$ cat config.mk
export PLATFORM = sky130hd
export DESIGN_NAME = instr_fetch_unit
export DESIGN_NICKNAME = d
export VERILOG_FILES = /design/src/rtl/cpu_ctrl_pkg.sv /design/src/rtl/instr_fetch_unit_branch_resolve.sv /design/src/rtl/instr_fetch_unit.sv
export SDC_FILE = /design/constraint.sdc
export NUM_CORES = 1
export LEC_CHECK = 0
export CORE_UTILIZATION = 30
export CTS_BUF_LIST = sky130_fd_sc_hd__clkbuf_8
export DETAILED_ROUTE_END_ITERATION = 7
export SLEW_MARGIN = 0
export SYNTH_ARGS = -nofsm -noshare
export SYNTH_HDL_FRONTEND = slang
export SYNTH_HIERARCHICAL = 1
export SYNTH_SLANG_ARGS = --single-unit
export TNS_END_PERCENT = 20
$ cat constraint.sdc
create_clock -name clk_i -period 7.6 [get_ports clk_i]
set_clock_uncertainty 0.2 [all_clocks]
set_input_delay 0.76 -clock clk_i [delete_from_list [all_inputs] [get_ports clk_i]]
set_output_delay 0.76 -clock clk_i [all_outputs]
set_load 0.01 [all_outputs]
$ cat src/rtl/cpu_ctrl_pkg.sv
// cpu_ctrl_pkg: control encodings shared by the decoder and fetch stage
package cpu_ctrl_pkg;
  localparam logic [1:0] BT_BEQ  = 2'd0;
  localparam logic [1:0] BT_BLE  = 2'd1;
  localparam logic [1:0] BT_BLT  = 2'd2;
  localparam logic [1:0] BT_BNEZ = 2'd3;
  localparam logic [1:0] JMP_NO  = 2'd0;
  localparam logic [1:0] JMP_J   = 2'd1;
  localparam logic [1:0] JMP_JR  = 2'd2;
  localparam logic [31:0] NOP_INSTR = 32'h0;
endpackage

$ cat src/rtl/instr_fetch_unit_branch_resolve.sv
// branch_resolve: decides whether the IF/ID instruction redirects fetch and where to
module branch_resolve
  import cpu_ctrl_pkg::*;
(
  input  logic        valid_i,
  input  logic        branch_i,
  input  logic [1:0]  branch_type_i,
  input  logic [1:0]  jump_i,
  input  logic        zero_i,
  input  logic        neg_i,
  input  logic [31:0] imm_i,
  input  logic [31:0] rs_data_i,
  input  logic [31:0] instr_i,
  input  logic [31:0] pc4_i,
  output logic        taken_o,
  output logic [31:0] target_o
);
  logic w_cond;
  logic w_jmp;
  logic w_unused;
  assign w_unused = ^{instr_i[31:26], imm_i[31:30], rs_data_i[1:0]};
  always_comb begin
    w_cond   = branch_type_i == BT_BEQ ? zero_i :
               branch_type_i == BT_BLE ? (zero_i | neg_i) :
               branch_type_i == BT_BLT ? neg_i : !zero_i;
    w_jmp    = jump_i == JMP_J || jump_i == JMP_JR;
    taken_o  = valid_i & (w_jmp | (branch_i & w_cond));
    target_o = jump_i == JMP_J  ? {pc4_i[31:28], instr_i[25:0], 2'b00} :
               jump_i == JMP_JR ? {rs_data_i[31:2], 2'b00} :
               pc4_i + {imm_i[29:0], 2'b00};
  end
endmodule

$ cat src/rtl/instr_fetch_unit.sv
// instr_fetch_unit: PC register, IF/ID pipeline register and redirect/flush handling
module instr_fetch_unit
  import cpu_ctrl_pkg::*;
#(
  parameter logic [31:0] RESET_PC = 32'h0000_0000,
  parameter int          CNT_W    = 16
) (
  input  logic             clk_i,
  input  logic             rst_i,
  input  logic [31:0]      instr_i,
  input  logic             stall_i,
  input  logic             branch_i,
  input  logic [1:0]       branch_type_i,
  input  logic [1:0]       jump_i,
  input  logic             zero_i,
  input  logic             neg_i,
  input  logic [31:0]      imm_i,
  input  logic [31:0]      rs_data_i,
  output logic [31:0]      pc_o,
  output logic [31:0]      if_id_instr_o,
  output logic [31:0]      if_id_pc4_o,
  output logic             if_id_valid_o,
  output logic             redirect_o,
  output logic [CNT_W-1:0] flush_cnt_o
);
  logic [31:0]      r_pc;
  logic [31:0]      r_instr;
  logic [31:0]      r_pc4;
  logic             r_valid;
  logic [CNT_W-1:0] r_cnt;
  logic [31:0]      w_pc4;
  logic [31:0]      w_target;
  logic             w_redirect;
  assign w_pc4 = r_pc + 32'd4;
  branch_resolve u_resolve (
    .valid_i       (r_valid),
    .branch_i      (branch_i),
    .branch_type_i (branch_type_i),
    .jump_i        (jump_i),
    .zero_i        (zero_i),
    .neg_i         (neg_i),
    .imm_i         (imm_i),
    .rs_data_i     (rs_data_i),
    .instr_i       (r_instr),
    .pc4_i         (r_pc4),
    .taken_o       (w_redirect),
    .target_o      (w_target)
  );
  // A redirect wins over stall: the wrong-path fetch is squashed into a bubble
  always_ff @(posedge clk_i or posedge rst_i) begin
    if (rst_i) begin
      r_pc    <= RESET_PC;
      r_instr <= NOP_INSTR;
      r_pc4   <= '0;
      r_valid <= 1'b0;
      r_cnt   <= '0;
    end else if (w_redirect) begin
      r_pc    <= w_target;
      r_instr <= NOP_INSTR;
      r_pc4   <= '0;
      r_valid <= 1'b0;
      r_cnt   <= &r_cnt ? r_cnt : r_cnt + CNT_W'(1);
    end else if (!stall_i) begin
      r_pc    <= w_pc4;
      r_instr <= instr_i;
      r_pc4   <= w_pc4;
      r_valid <= 1'b1;
    end
  end
  assign pc_o          = r_pc;
  assign if_id_instr_o = r_instr;
  assign if_id_pc4_o   = r_pc4;
  assign if_id_valid_o = r_valid;
  assign redirect_o    = w_redirect;
  assign flush_cnt_o   = r_cnt;
endmodule

==> reports/results.ini, run 1 <==
[power]
ir_worst_vdd_mv = 0.1630
p_total_mw = 3.480
power_density_nw_per_um2 = 322.5
power.leakage_nw = 4.314

[global_route]
grt_use_met3_pct = 5.020
grt_util_met1_pct = 28.20
grt_overflow = 0
met2_usage_pct = 34.23
top_usage_layer = met2
grt_pass1_wl_um = 44200
grt_pass1_vias = 7640
grt_util_all_layers_pct = 21.27
grt_max_degree = 78
antenna_found_initial = 0

[timing]
setup_tns_ns = 0
timing.max_slew.rel_slack_pct = 33.92
hold_viol = 0
maxSlewViolCount = 0
fin_crit_ns = 3.960
rsz0062_at_grt = false
worstMarginPinSlew_ns = 0.9913
finalSetupViolations = 0
fmax_ghz = 0.2525
holdWs_ns = 0.3192
finalCritPeriodShare_pct = 52.10

[route]
drt_iter0_drc = 476
vias = 7848
dr.pass1.iters = 5
wl_um = 28630
drcViolationCount = 0
viasPerCell = 5.420
routedWlPerCell_um = 19.77
ant_nets = 0

[clock_tree]
post_cts_resized = 0
clkLatencyLatePin_ns = 0.45
cts_tree = done
cts_hold_buf = 0
cts_buffer_depth = 2
cts_buffers = 17
clock-sinks = 113
postCtsSetupBuffers = 0
cts_max_level = 4
cts_root_buf = clkbuf_8
clkTransAtPathRegs_ns = 0.07

[synthesis]
synth-seq-cells = 113
postSynthAreaPerCell_um2 = 8.686
ys_seq_area_share_pct = 35.38
synthCells = 920
synth-edff-count = 0
synth_top_flop_cell = dfrtp_1
synth_area_um2 = 7991
synth_nets = 1060
synth_warnings = 6
synthArstFlopShare_pct = 100.0
ys_types = 79

[floorplanning]
rows = 59
core_area_um2 = 26060
die_w_um = 165.2
io_pins = 220
die_area_um2 = 27290
die_h_um = 165.2
start_util_pct = 30.67

[layout]
area_growth_pct = 35.02
drive_gt1_share_pct = 7.008
final_nets = 1240
final_util_pct = 41.41
antenna_cells = 0

[worst_setup_path]
critical-path-top-delay-family = buffers and inverters
cp-end-kind = output port
path_class = in2out
cp.depth = 5
reg2reg_depth = 5
start_kind = primary input
worstPathMaxFanout = 29
slowest_delay_ns = 0.67
critPathBufInv = 3
critPathArrivalTime_ns = 3.00
worstPathRequired_ns = 6.64
crit_slowest_cell = clkdlybuf4s50_1
cp_cell_sequence = clkdlybuf4s50_1, inv_1, ha_1, a21boi_4, clkdlybuf4s50_1
cpMostUsedCell = clkdlybuf4s50_1

[placement]
place_hpwl_um = 21010
routabilityCongestion = 0.9255
portBuffers = 215

[status]
outcome = finished clean

[hold_path]
hold_class = reg2reg
hold_path_depth = 1

[flow_run]
cap_violations = 0

[registers in the layout, summed over array words and instances, names as in the netlist]
register	cells
flush_cnt_o	16
if_id_instr_o	32
if_id_pc4_o	32
if_id_valid_o	1
pc_o	32
[cells in the final DEF, fill, tap and decap left out, types with 6 or more instances in the layout]
cell | netlist | layout
a211oi_1 | 10 | 10
nor3_1 | 14 | 14
xor2_1 | 24 | 24
clkbuf_8 | 0 | 18
o211ai_1 | 10 | 10
clkdlybuf4s50_1 | 0 | 214
nand4_1 | 21 | 21
or3_1 | 13 | 13
dfrtp_1 | 113 | 113
or4_1 | 25 | 25
and4_1 | 7 | 7
xnor2_1 | 26 | 26
a311oi_1 | 17 | 17
and3_1 | 7 | 7
nand3_1 | 18 | 18
nand2_1 | 74 | 74
a21o_1 | 9 | 9
nor2b_1 | 6 | 6
o21ai_0 | 46 | 46
o21a_1 | 15 | 15
o31ai_1 | 19 | 19
and2_1 | 12 | 12
o22ai_1 | 9 | 9
inv_1 | 12 | 11
or2_2 | 6 | 6
nor4_1 | 8 | 8
a21oi_1 | 50 | 50
ha_1 | 33 | 33
a31oi_1 | 25 | 25
buf_4 | 2 | 10
mux2i_1 | 39 | 39
nor2_1 | 109 | 109
[final timing paths]
kind,startpoint,end,slack (ns)
max,jump_i[0],redirect_o,3.64
min,flush_cnt_o[12],flush_cnt_o[12],0.32
max reg2reg,pc_o[2],if_id_pc4_o[30],4.30
min reg2reg,flush_cnt_o[12],flush_cnt_o[12],0.32
max in group asynchronous,rst_i,flush_cnt_o[10],5.41
min in group asynchronous,rst_i,if_id_instr_o[29],0.61
[per-layer routing]
layer | up-vias | share of wire, %
met5 | - | 0
met4 | 0 | 1.5
met3 | 26 | 7.1
met2 | 259 | 46
met1 | 3769 | 45
li1 | 3794 | -
[cell type report]
| class | instances | area [um^2] |
|---|---|---|
| Clock buffer | 18 | 247.7 |
| Multi-Input combinational cell | 729 | 4847 |
| Tap cell | 335 | 419.2 |
| Sequential cell | 113 | 2828 |
| Inverter | 15 | 58.81 |
| Clock inverter | 14 | 172.7 |
| Fill cell | 2657 | 15270 |
| Timing Repair Buffer | 224 | 2217 |
[synth_stat cells, drive strengths merged, types with 3 or more instances]
| library cell | count | share of area, % |
|---|---|---|
| a211o | 3 | 0.33 |
| a211oi | 11 | 1.1 |
| a21boi | 5 | 0.47 |
| a21o | 9 | 0.85 |
| a21oi | 51 | 3.2 |
| a22oi | 5 | 0.47 |
| a311oi | 17 | 1.9 |
| a31o | 3 | 0.33 |
| a31oi | 26 | 2.2 |
| a41oi | 4 | 0.44 |
| and2 | 12 | 0.94 |
| and3 | 7 | 0.55 |
| and4 | 7 | 0.77 |
| buf | 21 | 1.4 |
| clkbuf | 42 | 2.0 |
| dfrtp | 113 | 35 |
| ha | 33 | 5.2 |
| inv | 13 | 0.61 |
| mux2 | 5 | 0.70 |
| mux2i | 39 | 4.9 |
| nand2 | 75 | 3.6 |
| nand2b | 5 | 0.39 |
| nand3 | 20 | 1.4 |
| nand4 | 23 | 2.1 |
| nand4b | 5 | 0.55 |
| nor2 | 109 | 5.1 |
| nor2b | 6 | 0.47 |
| nor3 | 15 | 1.0 |
| nor4 | 8 | 0.63 |
| o211ai | 11 | 1.1 |
| o21a | 15 | 1.4 |
| o21ai | 51 | 3.2 |
| o21bai | 3 | 0.28 |
| o22ai | 9 | 0.70 |
| o31ai | 19 | 1.8 |
| o41ai | 3 | 0.42 |
| or2 | 6 | 0.47 |
| or3 | 13 | 1.0 |
| or4 | 26 | 2.5 |
| xnor2 | 26 | 2.8 |
| xor2 | 24 | 2.6 |
[stage by stage]
| step | setup WS (ns) | cells | cell area (um^2) |
|---|---|---|---|
| after floorplan | 3.653 | 920 | 7991 |
| after global placement | 3.578 | 1416 | 10370 |
| after detailed placement | 3.596 | 1416 | 10370 |
| after CTS | 3.584 | 1448 | 10790 |
| after global routing | 3.505 | 1448 | 10790 |
| final | 3.640 | 1448 | 10790 |
[cells by family after synthesis]
group | Yosys count | share of synthesized area, %
xor gates and xnor gates | 50 | 5.480
muxes | 44 | 5.589
DFF | 113 | 35.38
AOI/OAI and AO/OA | 259 | 22.12
adders and majority gates | 34 | 5.417
and+or+nand+nor | 342 | 21.90
buffers and inverters | 78 | 4.102
[where the power goes]
group          leakage [nW]  total, mW  internal, mW  switching [mW]
clock                 0.208      0.630         0.313           0.317
combinational          2.69       1.75         0.838           0.913
sequential             1.42       1.10         0.785           0.314
total                  4.31       3.48          1.94            1.54
No activity file was read; power rests on OpenSTA's default activity.
==> run 2: changes to the inputs <==
==> constraint.sdc (replaced) <==
create_clock -name clk_i -period 3.65 [get_ports clk_i]
set_clock_uncertainty 0.2 [all_clocks]
set_input_delay 0.365 -clock clk_i [delete_from_list [all_inputs] [get_ports clk_i]]
set_output_delay 0.365 -clock clk_i [all_outputs]
set_load 0.01 [all_outputs]
==> run 2 against run 1 <==
Effect of this change:
- sequential share of layout area fell by 0.26 points
- utilization rose by 0.41 points
- final cell count rose by 0.62%
==> reports/results.ini, run 2 (same netlist as run 1, synthesis figures left out) <==
[worst_setup_path]
cp-end-kind = flip-flop  ; was output port
start_kind = flip-flop  ; was primary input
worstPathRequired_ns = 3.81  ; was 6.64 ns
worstPathMaxFanout = 4  ; was 29
cp_cell_sequence = ha_1, fa_1, a21o_1, a221o_2, nand4_2, nand2_2, a31oi_1, xor2_1, o21ai_0, nor2_1, a31oi_1  ; was clkdlybuf4s50_1, inv_1, ha_1, a21boi_4, clkdlybuf4s50_1
path_class = reg2reg  ; was in2out
reg2reg_depth = 11  ; was 5
critPathArrivalTime_ns = 3.23  ; was 3.00 ns
crit_slowest_cell = fa_1  ; was clkdlybuf4s50_1
slowest_delay_ns = 0.42  ; was 0.67 ns
cpMostUsedCell = a31oi_1  ; was clkdlybuf4s50_1

[route]
drt_iter0_drc = 498  ; was 476
viasPerCell = 5.447  ; was 5.420
drcViolationCount = 0  ; unchanged
ant_nets = 0  ; unchanged
vias = 7936  ; was 7,848
dr.pass1.iters = 5  ; unchanged
wl_um = 28580  ; was 28,630 um
routedWlPerCell_um = 19.61  ; was 19.77 um

[timing]
finalCritPeriodShare_pct = 83.97
fmax_ghz = 0.3263
rsz0062_at_grt = false  ; unchanged
finalSetupViolations = 0  ; unchanged
hold_viol = 0  ; unchanged
timing.max_slew.rel_slack_pct = 42.48  ; was 33.92%
worstMarginPinSlew_ns = 0.8549  ; was 0.9913 ns
maxSlewViolCount = 0  ; unchanged
setup_tns_ns = 0  ; unchanged
fin_crit_ns = 3.065

[layout]
antenna_cells = 0  ; unchanged
stdcell_area_um2 = 10900  ; was 10,790 um^2
final_nets = 1249  ; was 1,240
drive_gt1_share_pct = 7.754  ; was 7.008%
mostFrequentLayoutCells = clkdlybuf4s50_1, dfrtp_1, nor2_1  ; unchanged
layout_commonest_cell = clkdlybuf4s50_1  ; unchanged
area_growth_pct = 36.36  ; was 35.02%

[global_route]
grt_util_all_layers_pct = 21.27  ; about the same
grt_pass1_wl_um = 44150  ; was 44,200 um
grt_overflow = 0  ; unchanged
grt_max_degree = 76  ; was 78
antenna_found_initial = 1  ; was 0
grt_pass1_vias = 7738  ; was 7,640

[clock_tree]
cts_hold_buf = 0  ; unchanged
cts_max_level = 4  ; unchanged
cts_root_buf = clkbuf_8  ; unchanged
post_cts_resized = 0  ; unchanged
cts_tree = done  ; unchanged
cts_buffers = 17  ; unchanged
clkLatencyLatePin_ns = 0.45  ; about the same
clkTransAtPathRegs_ns = 0.09  ; was 0.07 ns
postCtsSetupBuffers = 0  ; unchanged
cts_buffer_depth = 2  ; unchanged
clock-sinks = 113  ; unchanged

[power]
power_density_nw_per_um2 = 672.5  ; was 322.5 nW/um^2
ir_worst_vdd_mv = 0.3350  ; was 0.1630 mV
power.leakage_nw = 4.376  ; was 4.314 nW

[hold_path]
hold_class = in2async  ; was reg2reg

[placement]
routabilityCongestion = 0.9380  ; was 0.9255
portBuffers = 215  ; unchanged
placed_area_um2 = 10460  ; was 10,370 um^2
place_hpwl_um = 21300  ; was 21,010 um

[flow_run]
cap_violations = 0  ; unchanged

[floorplanning]
rows = 59  ; unchanged
io_pins = 220  ; unchanged
die_h_um = 165.2  ; unchanged
die_area_um2 = 27290  ; unchanged
start_util_pct = 30.67  ; unchanged
die_w_um = 165.2  ; unchanged
core_area_um2 = 26060  ; unchanged

[status]
outcome = finished clean  ; unchanged

run 2: cell types whose count changed in the layout (fill, tap and decap cells not counted), sizes merged:
cell and change:
clkbuf -1, clkinvlp -1, bufinv +1, inv +1, buf +9
run 2: worst paths after layout:
kind,to,slack (ns),startpoint
worst max-delay path,pc_o[26],0.59,if_id_pc4_o[2]
worst min-delay path,if_id_instr_o[30],0.17,rst_i
worst max register to register,pc_o[26],0.59,if_id_pc4_o[2]
worst min register to register,flush_cnt_o[12],0.30,flush_cnt_o[12]
max in group asynchronous,flush_cnt_o[5],2.33,rst_i
min in group clk_i,pc_o[27],0.17,stall_i
run 2: where the power goes:
group | switching, mW | internal, mW | leakage (nW)
sequential | 0.664 | 1.63 | 1.42
clock | 0.647 | 0.702 | 0.219
combinational | 1.91 | 1.77 | 2.74
total | 3.22 | 4.11 | 4.38
run 2: metal layers:
metal  routed length [um]  track usage, %
met5                    0               0
met4                  528           5.880
met3                 1979           5.070
met2                12970           33.85
met1                13100           28.58
run 2: final cells by class:
type	instances	area, um^2
Tap cell	335	419.2
Clock buffer	17	234.0
Timing Repair Buffer	233	2310
Fill cell	2655	15160
Clock inverter	15	200.2
Sequential cell	113	2828
Multi-Input combinational cell	729	4847
Inverter	15	58.81
run 2: critical path: cells and delay by family, from the launching register on:
kind | cells | cell delay, ns
fa+ha+maj | 2 | 0.64
compound gates | 5 | 1.24
simple gates | 3 | 0.40
flops | 1 | 0.41
xor+xnor | 1 | 0.08
run 2: stage by stage:
| stage | instances | hold WS (ns) | worst slack, ns | power [mW] | util, % |
|---|---|---|---|---|---|
| finish | 1457 | 0.1674 | 0.5850 | 7.328 | 41.82 |
| floorplan | 920 | 0.3159 | 0.09764 | 4.264 | - |
| global route | 1457 | 0.1658 | 0.4836 | 7.852 | 41.82 |
| CTS | 1457 | 0.1492 | 0.5673 | 7.358 | 41.82 |
| global placement | 1425 | 0.2801 | 0.2499 | 5.961 | 40.15 |
| detailed placement | 1425 | 0.2775 | 0.2035 | 5.971 | 40.15 |
